===== config.mk =====
export PLATFORM = sky130hd
export DESIGN_NAME = dma_desc_queue
export DESIGN_NICKNAME = d
export VERILOG_FILES = /design/src/rtl/dma_desc_queue.sv
export SDC_FILE = /design/constraint.sdc
export NUM_CORES = 1
export LEC_CHECK = 0
export BUFFER_PORTS_ARGS = -buffer_cell sky130_fd_sc_hd__buf_2
export CORE_MARGIN = 10
export CORE_UTILIZATION = 53
export DETAILED_ROUTE_END_ITERATION = 10
export PLACE_DENSITY = 0.85
export REMOVE_ABC_BUFFERS = 1
export SETUP_SLACK_MARGIN = 0.4
export SYNTH_ARGS = -nofsm -noshare
export SYNTH_HDL_FRONTEND = slang
export SYNTH_SLANG_ARGS = --single-unit

===== constraint.sdc =====
create_clock -name clk -period 5.69 [get_ports clk]
set_input_delay 1.138 -clock clk [delete_from_list [all_inputs] [get_ports clk]]
set_output_delay 1.138 -clock clk [all_outputs]
set_load 0.01 [all_outputs]

===== src/rtl/dma_desc_queue.sv =====
// Descriptor FIFO plus launcher: pops one {src,dst,bytes} job at a time, pulses go, waits for done/error.
// Pop one cycle after a push into an empty queue; go one cycle after the pop. A full queue drops desc_ready_o.
module dma_desc_queue #(
    parameter int DEPTH   = 4,
    parameter int ADDR_W  = 32,
    parameter int BYTES_W = 32,
    parameter int CNT_W   = 16
) (
    input  logic                          clk,
    input  logic                          rst,
    input  logic                          desc_valid_i,
    output logic                          desc_ready_o,
    input  logic [ADDR_W-1:0]             desc_src_i,
    input  logic [ADDR_W-1:0]             desc_dst_i,
    input  logic [BYTES_W-1:0]            desc_bytes_i,
    input  logic                          enable_i,
    input  logic                          flush_i,
    input  logic                          err_clear_i,
    output logic                          dma_go_o,
    output logic [2*ADDR_W+BYTES_W-1:0]   dma_desc_o,
    input  logic                          dma_done_i,
    input  logic                          dma_error_i,
    output logic                          busy_o,
    output logic [$clog2(DEPTH):0]        q_count_o,
    output logic                          cmpl_pulse_o,
    output logic [CNT_W-1:0]              done_cnt_o,
    output logic                          error_o
);

    localparam int PW = $clog2(DEPTH);
    localparam int QW = PW + 1;

    typedef struct packed {
        logic [ADDR_W-1:0]  src;
        logic [ADDR_W-1:0]  dst;
        logic [BYTES_W-1:0] bytes;
    } desc_t;

    typedef enum logic [2:0] {
        S_IDLE,
        S_GO,
        S_ARM,
        S_WAIT,
        S_HALT
    } state_t;

    desc_t           mem_q [DEPTH];
    logic [PW-1:0]   wr_ptr_q;
    logic [PW-1:0]   rd_ptr_q;
    logic [QW-1:0]   count_q;
    logic [QW-1:0]   count_d;

    state_t          state_q;
    desc_t           cur_desc_q;
    logic            go_q;
    logic            busy_q;
    logic            cmpl_q;
    logic [CNT_W-1:0] done_cnt_q;
    logic            error_q;

    desc_t           in_desc;
    desc_t           head;
    logic            full;
    logic            empty;
    logic            push;
    logic            pop;

    assign in_desc = '{src: desc_src_i, dst: desc_dst_i, bytes: desc_bytes_i};
    assign head    = mem_q[rd_ptr_q];
    assign full    = (count_q == QW'(DEPTH));
    assign empty   = (count_q == '0);

    // Flush wins over a same-cycle push and blocks the pop, so the queue empties cleanly.
    assign push = desc_valid_i && !full && !flush_i;
    assign pop  = (state_q == S_IDLE) && enable_i && !empty && !flush_i;

    always_comb begin
        count_d = count_q;
        if (flush_i) begin
            count_d = '0;
        end else begin
            case ({push, pop})
                2'b10:   count_d = count_q + QW'(1);
                2'b01:   count_d = count_q - QW'(1);
                default: count_d = count_q;
            endcase
        end
    end

    always_ff @(posedge clk) begin
        if (push) begin
            mem_q[wr_ptr_q] <= in_desc;
        end
    end

    always_ff @(posedge clk or posedge rst) begin
        if (rst) begin
            wr_ptr_q <= '0;
            rd_ptr_q <= '0;
            count_q  <= '0;
        end else begin
            count_q <= count_d;
            if (flush_i) begin
                rd_ptr_q <= wr_ptr_q;
            end else begin
                if (push) wr_ptr_q <= wr_ptr_q + PW'(1);
                if (pop)  rd_ptr_q <= rd_ptr_q + PW'(1);
            end
        end
    end

    always_ff @(posedge clk or posedge rst) begin
        if (rst) begin
            state_q    <= S_IDLE;
            cur_desc_q <= '0;
            go_q       <= 1'b0;
            busy_q     <= 1'b0;
            cmpl_q     <= 1'b0;
            done_cnt_q <= '0;
            error_q    <= 1'b0;
        end else begin
            go_q   <= 1'b0;
            cmpl_q <= 1'b0;
            case (state_q)
                S_IDLE: begin
                    if (pop) begin
                        cur_desc_q <= head;
                        // Zero-length jobs complete locally without bothering the wrapper.
                        if (head.bytes == '0) begin
                            cmpl_q     <= 1'b1;
                            done_cnt_q <= done_cnt_q + CNT_W'(1);
                        end else begin
                            state_q <= S_GO;
                            go_q    <= 1'b1;
                            busy_q  <= 1'b1;
                        end
                    end
                end
                S_GO: begin
                    state_q <= S_ARM;
                end
                S_ARM: begin
                    // Status is level and sticky from the previous job; wait for it to clear.
                    if (!dma_done_i && !dma_error_i) begin
                        state_q <= S_WAIT;
                    end
                end
                S_WAIT: begin
                    if (dma_error_i) begin
                        state_q <= S_HALT;
                        error_q <= 1'b1;
                        cmpl_q  <= 1'b1;
                        busy_q  <= 1'b0;
                    end else if (dma_done_i) begin
                        state_q    <= S_IDLE;
                        cmpl_q     <= 1'b1;
                        done_cnt_q <= done_cnt_q + CNT_W'(1);
                        busy_q     <= 1'b0;
                    end
                end
                S_HALT: begin
                    if (err_clear_i) begin
                        state_q <= S_IDLE;
                        error_q <= 1'b0;
                    end
                end
                default: begin
                    state_q <= S_IDLE;
                    busy_q  <= 1'b0;
                end
            endcase
        end
    end

    assign desc_ready_o = !full;
    assign dma_go_o     = go_q;
    assign dma_desc_o   = cur_desc_q;
    assign busy_o       = busy_q;
    assign q_count_o    = count_q;
    assign cmpl_pulse_o = cmpl_q;
    assign done_cnt_o   = done_cnt_q;
    assign error_o      = error_q;

endmodule


== Word-level counts from Yosys, hierarchy flattened ==
Memories as Yosys holds them, arrays and structs flattened.
Cells that the tools add are included.

* Bits in writable memories: 384
* Register bits: 126
* Logic and storage cells: 95
* Memories kept: 1

{| class="wikitable"
|+ Memory list
! memory !! words !! bits a word !! read ports !! clocked after Yosys merged registers in !! wr ports !! line !! source
|-
| mem_q || 4 || 96 || 1 || 0 || 1 || 47 || <nowiki>desc_t mem_q [DEPTH];</nowiki>
|}

* Eq/ne operators: 16
* Reduce and logical (&&, ||, !) cells: 25
* Bitwise gates (word level): 2
* Add/subtract/negate cells: 5
* Muxes and demuxes: 34

{| class="wikitable"
|+ Operators with widths
! kind !! count
|-
| $mux W16 || 4
|-
| $logic_not A32 Y1 || 1
|-
| $pmux W16 S2 || 1
|-
| $mux W3 || 7
|-
| $add A16 B1 Y16 const B || 1
|-
| $mux W1 || 15
|-
| $pmux W3 S5 || 1
|-
| $ne A2 B2 Y1 const B || 7
|-
| $reduce_and A5 Y1 || 2
|-
| $eq A3 B2 Y1 const B || 2
|-
| $eq A3 B3 Y1 const B || 2
|-
| $logic_and A1 B1 Y1 || 6
|-
| $logic_not A3 Y1 || 2
|-
| $pmux W3 S2 || 1
|-
| $reduce_bool A2 Y1 || 3
|-
| $logic_not A1 Y1 || 5
|-
| $add A2 B1 Y2 const B || 2
|-
| $mux W2 || 2
|-
| $pmux W1 S2 || 2
|-
| $reduce_and A2 Y1 || 2
|-
| $reduce_and A4 Y1 || 1
|-
| $add A3 B1 Y3 const B || 1
|-
| $eq A3 B1 Y1 const B || 1
|-
| $ne A3 B3 Y1 const B || 1
|-
| other kinds (9) || 10
|}

== Longest topological paths before layout ==
Gate-level depths: netlist (run 1).

* Depth in word-level cells: 7
* Depth in mapped cells: 12

== Least setup slack after synthesis (run 1) ==
OpenSTA, ideal clock, no wires.

* Path type: input to register
* Start point: input port desc_valid_i
* End point: memory mem_q[0][0] in the netlist's numbering (enable)
* Path slack: 1.271 ns
* Arrival: 3.953 ns
* Cell stages on the path: 3
* Required time: 5.224 ns
* Path through: and2_0 nor2b_1 and2_1

* Cells in the longest elaborated chain, start to end: 4

{| class="wikitable"
|+ Ends and longest elaborated chain
! element !! line !! source
|-
| start: declaration || 11 || <nowiki>input logic desc_valid_i,</nowiki>
|-
| $logic_and A1 B1 Y1 (2 in a row) || 74 || <nowiki>assign push = desc_valid_i && !full && !flush_i;</nowiki>
|-
| $mux W1 || 91 || <nowiki>if (push) begin</nowiki>
|-
| $mux W1 (not written as such) || 92 || <nowiki>mem_q[wr_ptr_q] <= in_desc;</nowiki>
|-
| end: declaration || 47 ||
|}

No other way between the ends.

== Worst setup path in the final report (run 1) ==
* Start point: register rd_ptr_q[0]
* End point: register done_cnt_q[14], in the netlist done_cnt_o[14]

* Cells in the longest elaborated chain, start to end: 4

{| class="wikitable"
|+ Ends and longest elaborated chain
! element !! line !! source
|-
| start: declaration || 49 || <nowiki>logic [PW-1:0] rd_ptr_q;</nowiki>
|-
| start signal: assignment || 104 || <nowiki>rd_ptr_q <= wr_ptr_q;</nowiki>
|-
| start signal: assignment || 107 || <nowiki>if (pop) rd_ptr_q <= rd_ptr_q + PW'(1);</nowiki>
|-
| $mem_v2 Z4 W96 || -- ||
|-
| $logic_not A32 Y1 || 129 || <nowiki>if (head.bytes == '0) begin</nowiki>
|-
| $ne A2 B1 Y1 (no source line) || -- ||
|-
| $reduce_and A5 Y1 (no source line) || -- ||
|-
| end signal: assignment || 131 || <nowiki>done_cnt_q <= done_cnt_q + CNT_W'(1);</nowiki>
|-
| end signal: assignment || 157 || <nowiki>done_cnt_q <= done_cnt_q + CNT_W'(1);</nowiki>
|-
| end: declaration || 58 || <nowiki>logic [CNT_W-1:0] done_cnt_q;</nowiki>
|}

No other way between the ends.
A chain may end at the register's enable or synchronous reset.

==> results.sh, run 1 <==
export IMPL_die_w_microns=209.2
export IMPL_nets=1421
export IMPL_power_density_nw_per_um2=477.4
export IMPL_p_leak_uw=0.008666
export IMPL_hold_buffers=0
export IMPL_vias=10121
export IMPL_async_flop_share_pct=24.71
export IMPL_fin_crit_sh_pct=68.02
export IMPL_numPortBuffers=223
export IMPL_post_dp_cell_area_sq_um=20660
export IMPL_rsz0062_at_grt="no"
export IMPL_cp_num_buf_inv=1
export IMPL_grt_overflow_total=0
export IMPL_slowest_delay_ns=1.00
export IMPL_slew_headroom_pct=20.78
export IMPL_dp_final_hpwl_mm=26.25
export IMPL_pre_cts_slack_ns=1.817
export IMPL_dp_cells=1721
export IMPL_max_freq_ghz=0.2584
export IMPL_critPathArrivalTime_ns=4.35
export IMPL_clk_path_buf_depth=3
export IMPL_crit_fanout=42
export IMPL_path_delay_family="simple AND/OR/NAND/NOR gates"
export IMPL_synth_area_sq_um=18960
export IMPL_num_rows=69
export IMPL_yosysUniqueCellTypes=41
export IMPL_setup_violations=0
export IMPL_hold_viol=0
export IMPL_cts_htree_levels=2
export IMPL_drc=0
export IMPL_required_ns=6.17
export IMPL_fin_util_pct=62.76
export IMPL_antenna_found_initial=12
export IMPL_grt_total_usage_pct=18.90
export IMPL_cts_made_buffers=49
export IMPL_synth_warnings=0
export IMPL_finalClockSkew_ns=0.01747
export IMPL_fin_crit_ns=3.870
export IMPL_cts_tree="yes"
export IMPL_synth_seq_area_share_pct=77.43
export IMPL_crit_type="reg -> reg"
export IMPL_core_sq_um=35400
export IMPL_syn_inst=1067
export IMPL_fp_dieH_microns=209.2
export IMPL_cts_sinks=510
export IMPL_start_util_pct=53.58
export IMPL_synth_edf_count=384
export IMPL_drv_slew=0
export IMPL_ys_seq_elements=510
export IMPL_grt_start_max_net_pins=99
export IMPL_slowest_stage="dfrtp_4"
export IMPL_mostFrequentLayoutCells="edfxtp_1 (384), nand2_1 (306), buf_2 (223)"
export IMPL_final_area_sq_um=22220
export IMPL_clock_root_buffer="clkbuf_16"
export IMPL_instances_no_fill=1817
export IMPL_grt_pass1_wl_mm=64.43
export IMPL_vdd_drop_max_mv=0.2721
export IMPL_gp_congestion=0.7757
export IMPL_crit_chain="buf_12 > mux4_2 > nor4_1 > nand2_1 > nor4_4 > a31oi_2 > nor4b_2 > xor2_1"
export IMPL_post_drt_wl_per_cell_microns=22.91
export IMPL_ant_nets=0
export IMPL_avgSynthCellArea_sq_um=17.77
export IMPL_maxCapViolations=0
export IMPL_die_area_sq_um=43750
export IMPL_drt_iter0_markers=805
export IMPL_io_pins=224
export IMPL_setup_slack_ns=1.820
export IMPL_area_growth_pct=17.15
export IMPL_clk_pin_slew_worst_paths_ns=0.06
export IMPL_tightest_slew_ns=1.188
export IMPL_worst_setup_path_start_kind="flop"
export IMPL_outcome="finished, final reports clean"
export IMPL_synth_ff_type="edfxtp_1"
export IMPL_cp_end_kind="flop"
export IMPL_insertion_delay_ns=0.57
export IMPL_dr_pass1_iters=4
export IMPL_holdCritPathClass="reg -> reg"
export IMPL_cts_resized=0
export IMPL_post_cts_buffers=0
export IMPL_via_per_inst=5.570
export IMPL_wl_mm=41.63
export IMPL_drive_gt1_share_pct=30.92
export IMPL_final_common_cell="edfxtp_1"
export IMPL_grt_pass1_vias=10639
report_power, final:
part	switching (uW)	total, uW	leakage [uW]	internal, uW
sequential	488	5150	0.00509	4660
combinational	1210	2310	0.00283	1100
clock	1340	3150	0.000746	1800
worst register-to-register path, stage by stage, from the launching register on:
cell     delay [ns]
dfrtp_4        1.00
buf_12         0.38
mux4_2         0.60
nor4_1         0.44
nand2_1        0.17
nor4_4         0.45
a31oi_2        0.25
nor4b_2        0.34
xor2_1         0.17
cell type report:
type                            instances  area [sq um]
Antenna cell                            4         10.01
Clock buffer                           72          1323
Clock inverter                         20         222.7
Fill cell                            2477         13180
Inverter                                5         23.77
Multi-Input combinational cell        506          4095
Sequential cell                       510         14690
Tap cell                              461         576.8
Timing Repair Buffer                  239          1274
path summary, 6_finish.rpt:
| kind | slack (ns) | to | from | depth (start not counted) |
|---|---|---|---|---|
| max | 1.82 | done_cnt_o[14]$_DFFE_PP0P_ | rd_ptr_q[0]$_DFFE_PP0P_ | 8 |
| min | 0.47 | dma_desc_o[73]$_DFFE_PP0P_ | dma_desc_o[73]$_DFFE_PP0P_ | 2 |
| max reg2reg | 1.82 | done_cnt_o[14]$_DFFE_PP0P_ | rd_ptr_q[0]$_DFFE_PP0P_ | 8 |
| min reg2reg | 0.47 | dma_desc_o[73]$_DFFE_PP0P_ | dma_desc_o[73]$_DFFE_PP0P_ | 2 |
| max in group asynchronous | 3.75 | dma_desc_o[23]$_DFFE_PP0P_ | rst | 3 |
| min in group asynchronous | 0.73 | dma_desc_o[35]$_DFFE_PP0P_ | rst | 2 |
state kept, by name (all words and copies together), names as in the netlist:
name	flops
dma_go_o	1
dma_desc_o	96
cmpl_pulse_o	1
rd_ptr_q	2
wr_ptr_q	2
error_o	1
done_cnt_o	16
q_count_o	3
busy_o	1
mem_q	384
state_q	3
logic make-up after synthesis:
group                      Yosys count  share of synthesized area [%]
AOI/OAI and AO/OA                   15                         0.5410
xor gates and xnor gates            21                         0.9699
adders and majority gates            6                         0.4354
buffers and inverters               51                          1.082
DFF                                510                          77.43
muxes                               97                          11.45
and+or+nand+nor                    367                          8.089
layer usage:
metal  vias up  share of wire [%]  wire, microns  GRT usage (%)
met5         -               0.24             99              0
met4        14                1.9            809          4.292
met3        71                8.5           3541          5.428
met2       410                 49          20300          30.08
met1      5139                 41          16880          25.46
li1       4487                  -              -              -
cells in the mapped netlist (all sizes together) (7+ instances only):
master | number | area share, %
o21ai | 7 | 0.18
buf | 11 | 0.29
nor2 | 12 | 0.24
and2 | 7 | 0.23
nand2 | 306 | 6.1
dfrtp | 126 | 17
edfxtp | 384 | 61
nor3 | 10 | 0.26
nor4 | 10 | 0.41
xor2 | 15 | 0.69
mux4 | 96 | 11
clkbuf | 35 | 0.69
through the flow:
| stage | power, uW | TNS (ns) | hold WS [ns] |
|---|---|---|---|
| 2_1_floorplan | 6751 | -2.427 | 0.4987 |
| 4_1_cts | 10720 | 0 | 0.4707 |
| 3_5_place_dp | 7563 | 0 | 0.4571 |
| 6_report | 10610 | 0 | 0.4673 |
| 3_3_place_gp | 7460 | 0 | 0.4537 |
| 5_1_grt | 11130 | 0 | 0.4848 |
(Power assumes the default switching activity.)
==> inputs of run 2 (changes only) <==
CORE_UTILIZATION = 52   (was 53)
PLACE_DENSITY = 0.86   (was 0.85)
clock period = 3.5 ns   (was 5.69 ns; I/O delays follow)
==> results.sh, run 2 (synthesis results as in run 1) <==
export IMPL_required_ns=4.00
export IMPL_slew_headroom_pct=48.87
export IMPL_dp_final_hpwl_mm=25.32
export IMPL_finalClockSkew_ns=0.02414
export IMPL_multi_input_area_sq_um=4153
export IMPL_nets=1433
export IMPL_mostFrequentLayoutCells="edfxtp_1 (384), nand2_1 (305), buf_2 (223)"
export IMPL_insertion_delay_ns=0.58
export IMPL_rr_endpoint="done_cnt_o[11]$_DFFE_PP0P_"
export IMPL_cts_sinks=510
export IMPL_die_w_microns=211.0
export IMPL_maxCapViolations=0
export IMPL_fillers=2472
export IMPL_gp_congestion=0.7635
export IMPL_grt_total_usage_pct=18.70
export IMPL_setup_violations=0
export IMPL_numPortBuffers=223
export IMPL_cts_tree="yes"
export IMPL_rsz0062_at_grt="yes"
export IMPL_reg2reg_slack_ns=0.53
export IMPL_post_drt_wl_per_cell_microns=22.80
export IMPL_ant_nets=0
export IMPL_crit_fanout=11
export IMPL_pre_cts_slack_ns=0.2993
export IMPL_vdd_drop_max_mv=0.5262
export IMPL_whs_ns=0.2079
export IMPL_drv_slew=0
export IMPL_die_area_sq_um=44510
export IMPL_grt_pass1_vias=10942
export IMPL_core_sq_um=35740
export IMPL_cts_made_buffers=50
export IMPL_wl_mm=41.72
export IMPL_via_per_inst=5.582
export IMPL_io_pins=224
export IMPL_clk_path_buf_depth=3
export IMPL_grt_pass1_wl_mm=63.58
export IMPL_regArea_sq_um=14690
export IMPL_fp_dieH_microns=211.0
export IMPL_outcome="finished, final reports clean"
export IMPL_final_common_cell="edfxtp_1"
export IMPL_p_leak_uw=0.008829
export IMPL_critPathArrivalTime_ns=3.47
export IMPL_cp_end_kind="flop"
export IMPL_clock_root_buffer="clkbuf_16"
export IMPL_fin_crit_ns=2.973
export IMPL_setup_slack_ns=0.5266
export IMPL_drc=0
export IMPL_grt_overflow_total=0
export IMPL_hold_viol=0
export IMPL_holdCritPathClass="in -> async"
export IMPL_rr_startpoint="rd_ptr_q[0]$_DFFE_PP0P_"
export IMPL_dr_pass1_iters=5
export IMPL_crit_type="reg -> reg"
export IMPL_fin_crit_sh_pct=84.95
export IMPL_drt_iter0_markers=908
export IMPL_vias=10215
export IMPL_power_density_nw_per_um2=779.6
export IMPL_num_rows=69
export IMPL_clk_pin_slew_worst_paths_ns=0.06
export IMPL_cts_htree_levels=2
export IMPL_antenna_found_initial=10
export IMPL_tightest_slew_ns=0.7669
export IMPL_start_util_pct=53.06
export IMPL_grt_start_max_net_pins=60
export IMPL_regMostFlops="mem_q"
export IMPL_worst_setup_path_start_kind="flop"
export IMPL_largest_reg_flops=384
export IMPL_drive_gt1_share_pct=32.40
export IMPL_area_growth_pct=19.20
export IMPL_r2r_cells=9
export IMPL_max_freq_ghz=0.3363
## run 2: where the power goes
group / total, uW / switching (uW) / leakage (uW) / internal, uW
sequential: 8130 / 553 / 0.00509 / 7570
combinational: 4230 / 2300 / 0.00294 / 1930
clock: 5260 / 2170 / 0.000796 / 3100
total: 17600 / 5020 / 0.00883 / 12600
## run 2: critical path, cell delays in order (launching register included)
cell and delay [ns]:
dfrtp_4 0.52, clkbuf_16 0.22, mux4_2 0.56, nor4_4 0.34, nand2_2 0.14, nor4_4 0.28, buf_4 0.19, a31oi_4 0.14
nor3b_1 0.30, xor2_1 0.19
## run 2: how the worst max path moves through the flow
stage / startpoint / end / cells after the start
after floorplan: rd_ptr_q[0]$_DFFE_PP0P_ / done_cnt_o[14]$_DFFE_PP0P_ / 7
after global placement: rd_ptr_q[0]$_DFFE_PP0P_ / done_cnt_o[14]$_DFFE_PP0P_ / 8
after CTS: rd_ptr_q[0]$_DFFE_PP0P_ / done_cnt_o[14]$_DFFE_PP0P_ / 8
after detailed placement: rd_ptr_q[0]$_DFFE_PP0P_ / done_cnt_o[14]$_DFFE_PP0P_ / 8
after global routing: rd_ptr_q[0]$_DFFE_PP0P_ / done_cnt_o[2]$_DFFE_PP0P_ / 9
final: rd_ptr_q[0]$_DFFE_PP0P_ / done_cnt_o[11]$_DFFE_PP0P_ / 9
## run 2: per-stage QoR
stage / cells / util (%) / total power, uW / setup TNS (ns) / area (sq um)
after floorplan: 1021 / - / 10980 / -415.37 / 18780
after global placement: 1728 / 58.27 / 12130 / 0 / 20830
after detailed placement: 1728 / 58.27 / 12320 / 0 / 20830
after CTS: 1822 / 62.93 / 17710 / 0 / 22490
after global routing: 1827 / 63.23 / 18460 / 0 / 22600
final: 1830 / 63.25 / 17620 / 0 / 22610
## run 2: area by class of cell
class	instances	share of cell area, %
sequential	510	64.99
clock inverter	15	0.6808
timing repair buffer	250	6.753
tap	461	2.552
clock buffer	78	6.493
inverter	5	0.1052
antenna	5	0.05535
multi-input combinational	506	18.37
## run 2: what timing repair did
item	in CTS	in global routing
setup buffers	0	2
cloned	1	1
resized for setup	2	9
hold buffers	0	0
endpoints found under the hold margin	0	0
pin swaps	1	3
endpoints found under the setup margin	15	15
## run 2: metal layers
layer | GRT usage (%) | share of wire, % | up-vias
li1 | - | - | 4508
met1 | 23.35 | 40 | 5232
met3 | 5.490 | 8.2 | 85
met5 | 0 | 0.13 | -
met4 | 6.893 | 2.4 | 12
met2 | 30.63 | 49 | 378
